### src/rtl/lsu_pkg.sv
// Shared types, size encodings and the alignment rule for the load/store unit.
package lsu_pkg;

  typedef enum logic [1:0] {
    StIdle,
    StReq,
    StWaitR
  } lsu_state_e;

  localparam logic [1:0] SZ_BYTE  = 2'd0;
  localparam logic [1:0] SZ_HALF  = 2'd1;
  localparam logic [1:0] SZ_WORD  = 2'd2;
  localparam logic [1:0] SZ_DWORD = 2'd3;

  // Natural alignment check; off is the byte offset within the memory word.
  function automatic logic misaligned(input logic [1:0] size, input logic [2:0] off);
    logic bad;
    unique case (size)
      SZ_HALF:  bad = off[0];
      SZ_WORD:  bad = |off[1:0];
      SZ_DWORD: bad = |off;
      default:  bad = 1'b0;
    endcase
    return bad;
  endfunction

endpackage

### src/rtl/lsu_lane_align.sv
// Byte-lane steering: store-side enables/replication and load-side extract/extend.
module lsu_lane_align
  import lsu_pkg::*;
#(
  parameter int unsigned DATA_W = 32
) (
  input  logic [1:0]                    size_i,
  input  logic                          unsigned_i,
  input  logic [$clog2(DATA_W/8)-1:0]   off_i,
  input  logic [DATA_W-1:0]             wdata_i,
  output logic [DATA_W/8-1:0]           be_o,
  output logic [DATA_W-1:0]             wdata_o,
  input  logic [DATA_W-1:0]             rdata_i,
  output logic [DATA_W-1:0]             rdata_o
);

  localparam int unsigned NB = DATA_W / 8;

  logic [DATA_W-1:0] shifted;

  // Move the addressed lanes down to bit 0 before extension.
  assign shifted = rdata_i >> {off_i, 3'b000};

  // Store side: enables shifted to the lane offset, data replicated across all lanes.
  always_comb begin
    be_o    = '1;
    wdata_o = wdata_i;
    unique case (size_i)
      SZ_BYTE: begin
        be_o    = NB'(1) << off_i;
        wdata_o = {NB{wdata_i[7:0]}};
      end
      SZ_HALF: begin
        be_o    = NB'(3) << off_i;
        wdata_o = {(NB / 2){wdata_i[15:0]}};
      end
      SZ_WORD: begin
        be_o    = NB'(15) << off_i;
        wdata_o = {(NB / 4){wdata_i[31:0]}};
      end
      default: begin
        be_o    = '1;
        wdata_o = wdata_i;
      end
    endcase
  end

  // Load side: sign or zero extension of the selected lanes.
  always_comb begin
    rdata_o = shifted;
    unique case (size_i)
      SZ_BYTE: rdata_o = unsigned_i ? DATA_W'(shifted[7:0])  : DATA_W'($signed(shifted[7:0]));
      SZ_HALF: rdata_o = unsigned_i ? DATA_W'(shifted[15:0]) : DATA_W'($signed(shifted[15:0]));
      SZ_WORD: rdata_o = unsigned_i ? DATA_W'(shifted[31:0]) : DATA_W'($signed(shifted[31:0]));
      default: rdata_o = shifted;
    endcase
  end

endmodule

### src/rtl/lsu_mem_stage.sv
// Memory/writeback stage LSU with a req/gnt/rvalid handshake of variable latency.
module lsu_mem_stage
  import lsu_pkg::*;
#(
  parameter int unsigned DATA_W = 32,
  parameter int unsigned ADDR_W = 32,
  parameter int unsigned TAG_W  = 5
) (
  input  logic                  clk_i,
  input  logic                  reset_i,
  input  logic                  op_valid_i,
  output logic                  op_ready_o,
  input  logic                  op_store_i,
  input  logic [1:0]            op_size_i,
  input  logic                  op_unsigned_i,
  input  logic [ADDR_W-1:0]     op_addr_i,
  input  logic [DATA_W-1:0]     op_wdata_i,
  input  logic [TAG_W-1:0]      op_tag_i,
  output logic                  mem_req_o,
  output logic                  mem_we_o,
  output logic [ADDR_W-1:0]     mem_addr_o,
  output logic [DATA_W/8-1:0]   mem_be_o,
  output logic [DATA_W-1:0]     mem_wdata_o,
  input  logic                  mem_gnt_i,
  input  logic                  mem_rvalid_i,
  input  logic [DATA_W-1:0]     mem_rdata_i,
  output logic                  wb_valid_o,
  output logic [TAG_W-1:0]      wb_tag_o,
  output logic [DATA_W-1:0]     wb_data_o,
  output logic                  misalign_o,
  output logic [ADDR_W-1:0]     bad_addr_o,
  output logic                  stall_o
);

  localparam int unsigned NB = DATA_W / 8;
  localparam int unsigned OW = $clog2(NB);

  lsu_state_e state_q, state_d;

  logic                store_q, uns_q;
  logic [1:0]          size_q;
  logic [ADDR_W-1:0]   addr_q;
  logic [DATA_W-1:0]   wdata_q;
  logic [TAG_W-1:0]    tag_q;
  logic                wb_valid_q, misalign_q;
  logic [TAG_W-1:0]    wb_tag_q;
  logic [DATA_W-1:0]   wb_data_q;
  logic [ADDR_W-1:0]   bad_addr_q;

  logic                accept, op_mis, rsp;
  logic [DATA_W/8-1:0] be;
  logic [DATA_W-1:0]   ld_data;

  assign op_ready_o = (state_q == StIdle);
  assign accept     = op_valid_i & op_ready_o;
  // A dword access cannot exist on a 32-bit bus.
  assign op_mis     = misaligned(op_size_i, 3'(op_addr_i[OW-1:0])) |
                      ((DATA_W == 32) && (op_size_i == SZ_DWORD));
  // Responses only count while waiting for one; early or stale rvalid is dropped.
  assign rsp        = (state_q == StWaitR) & mem_rvalid_i;

  lsu_lane_align #(
    .DATA_W(DATA_W)
  ) u_align (
    .size_i    (size_q),
    .unsigned_i(uns_q),
    .off_i     (addr_q[OW-1:0]),
    .wdata_i   (wdata_q),
    .be_o      (be),
    .wdata_o   (mem_wdata_o),
    .rdata_i   (mem_rdata_i),
    .rdata_o   (ld_data)
  );

  // Next-state logic for the access sequencer.
  always_comb begin
    state_d = state_q;
    unique case (state_q)
      StIdle:  if (accept && !op_mis) state_d = StReq;
      StReq:   if (mem_gnt_i) state_d = store_q ? StIdle : StWaitR;
      StWaitR: if (mem_rvalid_i) state_d = StIdle;
      default: state_d = StIdle;
    endcase
  end

  // State register.
  always_ff @(posedge clk_i or posedge reset_i) begin
    if (reset_i) state_q <= StIdle;
    else         state_q <= state_d;
  end

  // Capture operation fields on a legal accept; they stay put through the access.
  always_ff @(posedge clk_i or posedge reset_i) begin
    if (reset_i) begin
      store_q <= 1'b0;
      uns_q   <= 1'b0;
      size_q  <= SZ_BYTE;
      addr_q  <= '0;
      wdata_q <= '0;
      tag_q   <= '0;
    end else if (accept && !op_mis) begin
      store_q <= op_store_i;
      uns_q   <= op_unsigned_i;
      size_q  <= op_size_i;
      addr_q  <= op_addr_i;
      wdata_q <= op_wdata_i;
      tag_q   <= op_tag_i;
    end
  end

  // Writeback and exception pulses, registered one cycle after their cause.
  always_ff @(posedge clk_i or posedge reset_i) begin
    if (reset_i) begin
      wb_valid_q <= 1'b0;
      wb_tag_q   <= '0;
      wb_data_q  <= '0;
      misalign_q <= 1'b0;
      bad_addr_q <= '0;
    end else begin
      wb_valid_q <= rsp;
      misalign_q <= accept & op_mis;
      if (rsp) begin
        wb_tag_q  <= tag_q;
        wb_data_q <= ld_data;
      end
      if (accept && op_mis) bad_addr_q <= op_addr_i;
    end
  end

  assign mem_req_o  = (state_q == StReq);
  assign mem_we_o   = mem_req_o & store_q;
  assign mem_be_o   = mem_req_o ? be : '0;
  assign mem_addr_o = addr_q & ~ADDR_W'(NB - 1);
  assign wb_valid_o = wb_valid_q;
  assign wb_tag_o   = wb_tag_q;
  assign wb_data_o  = wb_data_q;
  assign misalign_o = misalign_q;
  assign bad_addr_o = bad_addr_q;
  assign stall_o    = (state_q != StIdle) | (op_valid_i & ~op_ready_o);

endmodule

### config.mk
export PLATFORM = sky130hd
export DESIGN_NAME = lsu_mem_stage
export DESIGN_NICKNAME = d
export VERILOG_FILES = /design/src/rtl/lsu_pkg.sv /design/src/rtl/lsu_lane_align.sv /design/src/rtl/lsu_mem_stage.sv
export SDC_FILE = /design/constraint.sdc
export NUM_CORES = 1
export LEC_CHECK = 0
export BUFFER_PORTS_ARGS = -buffer_cell sky130_fd_sc_hd__buf_4
export CAP_MARGIN = 30
export CORE_ASPECT_RATIO = 0.6
export CORE_UTILIZATION = 35
export DETAILED_ROUTE_END_ITERATION = 7
export PLACE_DENSITY_LB_ADDON = 0.08
export SYNTH_ARGS = -nofsm -noshare
export SYNTH_HDL_FRONTEND = slang
export SYNTH_HIERARCHICAL = 1
export SYNTH_SLANG_ARGS = --single-unit
export TNS_END_PERCENT = 10
### constraint.sdc
create_clock -name clk_i -period 10.77 [get_ports clk_i]
set_input_delay 0.5385 -clock clk_i [delete_from_list [all_inputs] [get_ports clk_i]]
set_output_delay 0.5385 -clock clk_i [all_outputs]
set_load 0.1 [all_outputs]
# Word-level counts from Yosys, hierarchy flattened
# Index checks and enable logic that the tools add are counted.
[word_totals] register_bits=146 latchBits=0 ramBits=0 romBits=0 inputBits=110 out_inout_bits=143 memories=0
[classes] addsub=0 mul=0 div=0 magnitude_cmp=0 eq_ne=10 shifts=4 n_mux=12 bitwise=8 n_reduce_logical=9
[ops] cell="one-hot mux 32 bit (2 select lines)" n=2
[ops] cell="two-way mux 32 bit" n=2
[ops] cell="right shift 32 x 5 -> 32 bit" n=1
[ops] cell="one-hot mux 4 bit (3 select lines)" n=1
[ops] cell="equality test 2 bit, second input constant" n=4
[ops] cell="two-way mux 2 bit" n=4
[ops] cell="equality test 2 x 1 -> 1 bit, second input constant" n=3
[ops] cell="one-hot mux 2 bit (3 select lines)" n=1
[ops] cell="AND 1 bit" n=5
[ops] cell="zero test 2 bit" n=2
[ops] cell="two-way mux 4 bit" n=1
[ops] cell="!= test 2 x 1 -> 1 bit, second input constant" n=2
[ops] cell="OR reduction 2 bit" n=2
[ops] cell="<< shifter 1 x 2 -> 4 bit, first input constant" n=1
[ops] cell="<< shifter 2 x 2 -> 4 bit, first input constant" n=1
[ops] cell="<< shifter 4 x 2 -> 4 bit, first input constant" n=1
[ops] cell="AND reduction 3 bit" n=1
[ops] cell="logical AND 1 bit" n=2
[ops] cell="!= test 2 bit, second input constant" n=1
[ops] cell="bitwise OR 1 bit" n=2
[ops] cell="one-hot mux 1 bit (2 select lines)" n=1
[ops] cell="nonzero test 2 bit" n=1
[ops] cell="zero test 1 bit" n=1
[ops] cell="inverter 1 bit" n=1

# Longest topological paths before layout
# Gate-level depths: netlist (run 1).
[logic_depth] word_depth=8 mapped_depth=8 mapped_depth_nobuf=6

# Modules after synthesis
# Netlist (run 1), hierarchy kept.
[by_module_without_submodules] module="lsu_mem_stage" instances=1 cells_per_inst=358 area_per_inst_um2=6110.9
[by_module_without_submodules] module="lsu_lane_align" instances=1 cells_per_inst=177 area_per_inst_um2=1218.7

# Worst setup path before layout (run 1)
# Ideal clock, no wire load.
[synth_timing] path_type="reg-to-output" from="register state_q[1]" to="output mem_be_o[0]" t_arrival_ns=2.335 setup_slack_ns=7.896 stages_incl_launch_ff=4 n_path_buf=1 cell_sequence="dfrtp_1 > nor2b_1 > clkbuf_1 > and2_1"
[synth_via] elab_chain_cells=2
[synth_lines] item="start: declaration" line="lsu_mem_stage.sv:38" source="lsu_state_e state_q, state_d;"
[synth_lines] item="start signal: assignment" line="lsu_mem_stage.sv:88" source="if (reset_i) state_q <= StIdle;"
[synth_lines] item="start signal: assignment" line="lsu_mem_stage.sv:89" source="else state_q <= state_d;"
[synth_lines] item="equality test 2 x 1 -> 1 bit" line="lsu_mem_stage.sv:130" source="assign mem_req_o = (state_q == StReq);"
[synth_lines] item="net mem_req_o" line="lsu_mem_stage.sv:19" source="output logic mem_req_o,"
[synth_lines] item="two-way mux 4 bit" line="lsu_mem_stage.sv:132" source="assign mem_be_o = mem_req_o ? be : '0;"
[synth_lines] item="end: declaration" line="lsu_mem_stage.sv:22" source="output logic [DATA_W/8-1:0] mem_be_o,"
# The timed path passes the listed nets, and every way through them passes these cells.

# Worst setup path in the final report (run 1)
[layout_timing] from="register size_q[1]" to="output mem_wdata_o[25]"
[layout_via] elab_chain_cells=2 word_cells_on_any_way=3 classes_between="eq/ne: 1; mux: 1; reduce/logical: 1"
[layout_lines] item="start: declaration" line="lsu_mem_stage.sv:41" source="logic [1:0] size_q;"
[layout_lines] item="start signal: assignment" line="lsu_mem_stage.sv:104" source="size_q <= op_size_i;"
[layout_lines] item="equality test 2 x 1 -> 1 bit or zero test 2 bit (tied branches)" line="lsu_lane_align.sv:28" source="unique case (size_i)"
[layout_lines] item="one-hot mux 32 bit (2 select lines) *" line="lsu_lane_align.sv:28"
[layout_lines] item="end: declaration" line="lsu_mem_stage.sv:23" source="output logic [DATA_W-1:0] mem_wdata_o,"
# Mark *: on every way between the ends. The rest lies on a longest branch, timed or not.

==> results of run 1 <==
[state kept, by name (all words and copies together) (netlist names)]
name / flops
addr_q: 32
bad_addr_o: 32
misalign_o: 1
size_q: 2
state_q: 2
store_q: 1
tag_q: 5
uns_q: 1
wb_data_o: 32
wb_tag_o: 5
wb_valid_o: 1
wdata_q: 32
[worst max-delay path: cells and delay by family, from the launching register on]
family	cells	cell delay, ns
AND/OR/NAND/NOR	3	0.89
flip-flops	1	0.61
adder cells (fa/ha/maj)	1	0.50
buffers and inverters	2	0.43
[cell usage after synthesis (all sizes together), types with 2 or more instances]
master	instances	area [um^2]
mux2	161	2150
dfrtp	146	3650
buf	65	508
nand2	41	154
o21ai	19	95.1
nand3	16	80.1
mux2i	15	150
a22o	8	70.1
a22oi	8	60.1
inv	8	30.0
a2bb2oi	7	61.3
clkbuf	6	22.5
and2	5	31.3
nor2b	5	31.3
ha	4	50.1
nor2	4	17.5
a32oi	2	32.5
nand2b	2	12.5
nand3b	2	15.0
nor3	2	20.0
nor3b	2	15.0
[metrics by stage]
step / utilization, % / cell area [um^2] / hold slack, ns / setup WS [ns] / instances
2_1_floorplan: - / 7330 / 0.476 / 6.31 / 536
3_3_place_gp: 44.8 / 9080 / 0.489 / 7.78 / 995
3_5_place_dp: 44.8 / 9080 / 0.491 / 7.69 / 995
4_1_cts: 47.9 / 9700 / 0.295 / 7.35 / 1027
5_1_grt: 47.9 / 9700 / 0.322 / 7.15 / 1027
6_report: 47.9 / 9700 / 0.270 / 7.39 / 1027
[cell type report]
type | count | area (um^2) | share of cell area, %
Sequential cell | 146 | 3650 | 37.7
Multi-Input combinational cell | 311 | 3120 | 32.2
Timing Repair Buffer | 257 | 1930 | 19.9
Clock buffer | 22 | 464 | 4.79
Tap cell | 273 | 342 | 3.52
Clock inverter | 10 | 156 | 1.61
Inverter | 8 | 35.0 | 0.361
[layer usage]
layer	GRT usage [%]	part of all wire [%]	up-vias
li1	-	-	2251
met4	5.48	1.2	0
met3	5.88	7.5	17
met5	0	0	-
met2	25.1	42	172
met1	25.5	49	2392
[placed cells by master, fill, tap and decap left out, types with 8 or more instances in the layout]
cell type  count
buf_4        257
dfrtp_1      146
mux2_4        89
mux2_2        72
nand2_1       41
clkbuf_16     17
nand3_1       16
mux2i_1       15
o21ai_0       12
a22o_1         8
a22oi_1        8
[worst max path at each step]
stage,to,cells after the start
detailed placement,wb_data_o[9]$_DFFE_PP0P_,6
CTS,mem_wdata_o[28],6
finish,mem_wdata_o[25],6
global route,mem_wdata_o[29],6
floorplan,addr_q[0]$_DFFE_PP0P_,1
global placement,wb_data_o[8]$_DFFE_PP0P_,6
[cell families (layout without fill, tap and decap cells)]
kind of cell | Yosys count | in the layout | synth area share, %
compound gates | 48 | 48 | 4.80
fa+ha+maj | 4 | 4 | 0.683
buf+inv | 79 | 297 | 7.65
flops | 146 | 146 | 49.8
mux | 176 | 176 | 31.3
other cells | 1 | 2 | 0.0512
simple gates | 81 | 81 | 5.63
==> results.toml, run 1 <==
[sta]
slew_viol_final = 0
rsz0062_at_grt = "false"
max_freq_mhz = 296
finalSetupViolCount = 0
finalHoldViolations = 0
finalClockSkew_ns = 0.00653
min_period_ns = 3.38
max_slew_margin_pct = 27.2
tightest_slew_ns = 1.09
tns_ns = 0
fin_crit_sh_pct = 31.4

[grt]
grt_use_total_pct = 17.7
grt_max_degree = 84
antenna_found_initial = 0
grt_pass1_wl_um = 29100
grt_overflow_total = 0
grt_pass1_vias = 4982

[setup_path]
crit_fanout = 23
start_kind = "register"
r2r-end = "wb_data_o[9]$_DFFE_PP0P_"
worstPathArrival_ns = 2.84
r2r_setup_slack_ns = 7.74
worstSetupPathType = "register to output pin"
cpPeakStageDelay_ns = 0.65
endpoint_kind = "output pin"
critPathMostFrequentCell = "nand2_1"
reg2reg_from = "size_q[1]$_DFFE_PP0P_"
slowest_stage = "nor2_1"
path_cells = "inv_1 > ha_1 > nor2_1 > nand2_1 > nand2_1 > buf_4"
r2r_cells = 6
cp.required_ns = 10.23
startpoint = "size_q[1]$_DFFE_PP0P_"

[clock_network]
numClockSinks = 146
cts-root-buf = "clkbuf_16"
postCtsSetupRepairBufs = 0
numCtsBuffers = 17
insertion_delay_ns = 0.42
cts_hold_buf = 0
clockBufferDepth = 2
ctsResizeCount = 0
cts_tree = "yes"
clk_transition_reported_paths_ns = 0.06
htreeDepth = 4

[floorplan]
num_rows = 40
dieArea_mm2 = 0.0215
die_h_um = 114
core_region_area_mm2 = 0.0203
start_util_pct = 36.2
die_w_um = 189
num_io_pins = 253

[routing]
wl_per_cell_um = 18.3
detail_route.vias_per_cell = 4.70
routed_wl_um = 18800
drt_iter0_drc = 239
firstDrtPassIters = 4
drc = 0
num_vias = 4832
ant_nets = 0

[yosys]
synth_cell_types = 34
async_reset_ff_share_pct = 100
yosysSeqAreaShare_pct = 49.8
post_synth.cell_area_avg_um2 = 13.7
syn_inst = 535
synth-main-ff-cell = "dfrtp_1"
yosysWarnings = 6
synth_edf_count = 0
netlist_area_mm2 = 0.00733
ys_seq_elements = 146

[placement]
io_buffers = 250
dp_hpwl_um = 13600
gp_congestion = 0.787

[final_layout]
n_fill_cell = 1859
syn_to_final_growth_pct = 32.3
num_antenna_cells = 0
final_nets = 855
drive_gt1_share_pct = 60.5

[min_path]
worstHoldPathType = "primary input to asynchronous set/reset pin"

[run_status]
status = "finished, final reports clean"

[flow_run]
maxCapViolCount = 0
Power of run 1 is left out: the tool's default activity adds up to more than one toggle a clock period on the data nets, which glitch-free logic cannot reach.
==> run 2, diff against run 1 <==
==> constraint.sdc (replaced) <==
create_clock -name clk_i -period 3.15 [get_ports clk_i]
set_input_delay 0.1575 -clock clk_i [delete_from_list [all_inputs] [get_ports clk_i]]
set_output_delay 0.1575 -clock clk_i [all_outputs]
set_load 0.1 [all_outputs]
==> run 2 against run 1 <==
Compared with the run above: clock-buffer cell count decreased by 1; first-iteration DRC count decreased by 28%; critical path type unchanged; clock skew about the same.
==> results.toml, run 2 (synthesis gave the netlist of run 1 again) <==
[floorplan]
dieArea_mm2 = 0.0215
core_region_area_mm2 = 0.0203
num_io_pins = 253
die_w_um = 189
start_util_pct = 36.2
num_rows = 40
die_h_um = 114

[final_layout]
layout_common_cells = "258 x buf_4, 146 x dfrtp_1, 89 x mux2_4, 74 x dlygate4sd3_1, 72 x mux2_2"
drive_gt1_share_pct = 55.5
num_antenna_cells = 0
syn_to_final_growth_pct = 42.8
final_nets = 933
final_common_cell = "buf_4"

[placement]
gp_congestion = 0.775
io_buffers = 250
dp_hpwl_um = 14000

[setup_path]
worstSetupPathType = "register to output pin"
path_delay_family = "simple AND/OR/NAND/NOR gates"
slowest_stage = "nor2_1"
endpoint_kind = "output pin"
worstPathArrival_ns = 2.44
cp.required_ns = 2.99
cpPeakStageDelay_ns = 0.51
path_cells = "inv_1 > ha_1 > buf_4 > nor2_1 > nand2_1 > nand2_1 > buf_4"
critPathBufInv = 3
r2r_cells = 4
crit_fanout = 18
cp.depth = 7
start_kind = "register"

[clock_network]
cts-root-buf = "clkbuf_16"
insertion_delay_ns = 0.42
numClockSinks = 146
clk_transition_reported_paths_ns = 0.06
clockBufferDepth = 2
ctsResizeCount = 0
cts_hold_buf = 74
numCtsBuffers = 17
htreeDepth = 4
cts_tree = "yes"
postCtsSetupRepairBufs = 0

[sta]
fin_crit_sh_pct = 82.4
finalSetupViolCount = 0
tns_ns = 0
slew_viol_final = 0
min_period_ns = 2.60
max_freq_mhz = 385
max_slew_margin_pct = 40.9
tightest_slew_ns = 0.879
finalHoldViolations = 0
rsz0062_at_grt = "false"
finalClockSkew_ns = 0.00650

[routing]
drc = 0
firstDrtPassIters = 5
detail_route.vias_per_cell = 4.66
routed_wl_um = 19700
wl_per_cell_um = 17.8
drt_iter0_drc = 173
num_vias = 5146
ant_nets = 0

[min_path]
worstHoldPathType = "primary input to register"
hold_depth = 2

[grt]
antenna_found_initial = 0
grt_overflow_total = 0
grt_pass1_wl_um = 30600
grt_use_total_pct = 18.5
grt_max_degree = 85
grt_pass1_vias = 5546

[run_status]
status = "finished, final reports clean"

[flow_run]
maxCapViolCount = 0
==> run 2: cell count changes in the layout (fill, tap and decap cells not counted) <==
cell           before  now
inv_6               1    0
clkbuf_1            3    1
buf_12              0    3
clkinv_2            4    5
dlygate4sd3_1       0   74
clkbuf_8            2    3
buf_4             257  258
clkinvlp_4          1    3
bufinv_16           4    2
==> run 2: path summary, 6_finish.rpt <==
check / startpoint / end / slack (ns)
worst max-delay path: size_q[0]$_DFFE_PP0P_ / mem_wdata_o[28] / 0.55
worst min-delay path: op_addr_i[0] / bad_addr_o[0]$_DFFE_PP0P_ / 0.02
worst max register to register: addr_q[1]$_DFFE_PP0P_ / wb_data_o[26]$_DFFE_PP0P_ / 0.68
worst min register to register: addr_q[26]$_DFFE_PP0P_ / addr_q[26]$_DFFE_PP0P_ / 0.50
max in group asynchronous: reset_i / wb_data_o[29]$_DFFE_PP0P_ / 2.10
min in group asynchronous: reset_i / bad_addr_o[10]$_DFFE_PP0P_ / 0.28
==> run 2: layout make-up <==
| type | count | area, um^2 |
|---|---|---|
| Clock buffer | 21 | 470 |
| Fill cell | 1815 | 9800 |
| Clock inverter | 10 | 109 |
| Inverter | 8 | 33.8 |
| Timing Repair Buffer | 335 | 2740 |
| Sequential cell | 146 | 3650 |
| Tap cell | 273 | 342 |
| Multi-Input combinational cell | 311 | 3120 |
==> run 2: metrics by stage <==
stage	hold slack, ns	utilization [%]	instances	setup WS [ns]	area, um^2
global placement	0.163	45.1	999	0.816	9150
floorplan	0.265	-	536	0.657	7340
detailed placement	0.171	45.1	999	0.683	9150
global route	0.00594	51.6	1104	0.312	10500
finish	0.0203	51.6	1104	0.554	10500
CTS	0.00156	51.6	1104	0.516	10500
==> run 2: metal layers <==
metal | wire length, um | global-route usage [%] | vias up | part of all wire [%]
li1 | - | - | 2405 | -
met1 | 9340 | 25.1 | 2577 | 47
met2 | 9020 | 28.6 | 152 | 46
met3 | 1200 | 5.67 | 12 | 6.1
met4 | 136 | 5.43 | 0 | 0.69
met5 | 0 | 0 | - | 0
==> run 2: worst register-to-register path, stage by stage (launching register included) <==
cell and delay, ns:
dfrtp_1 0.80, mux2_4 0.39, a32oi_2 0.66, nand3_1 0.20, mux2_2 0.30
Power of run 2 is left out for the same reason.
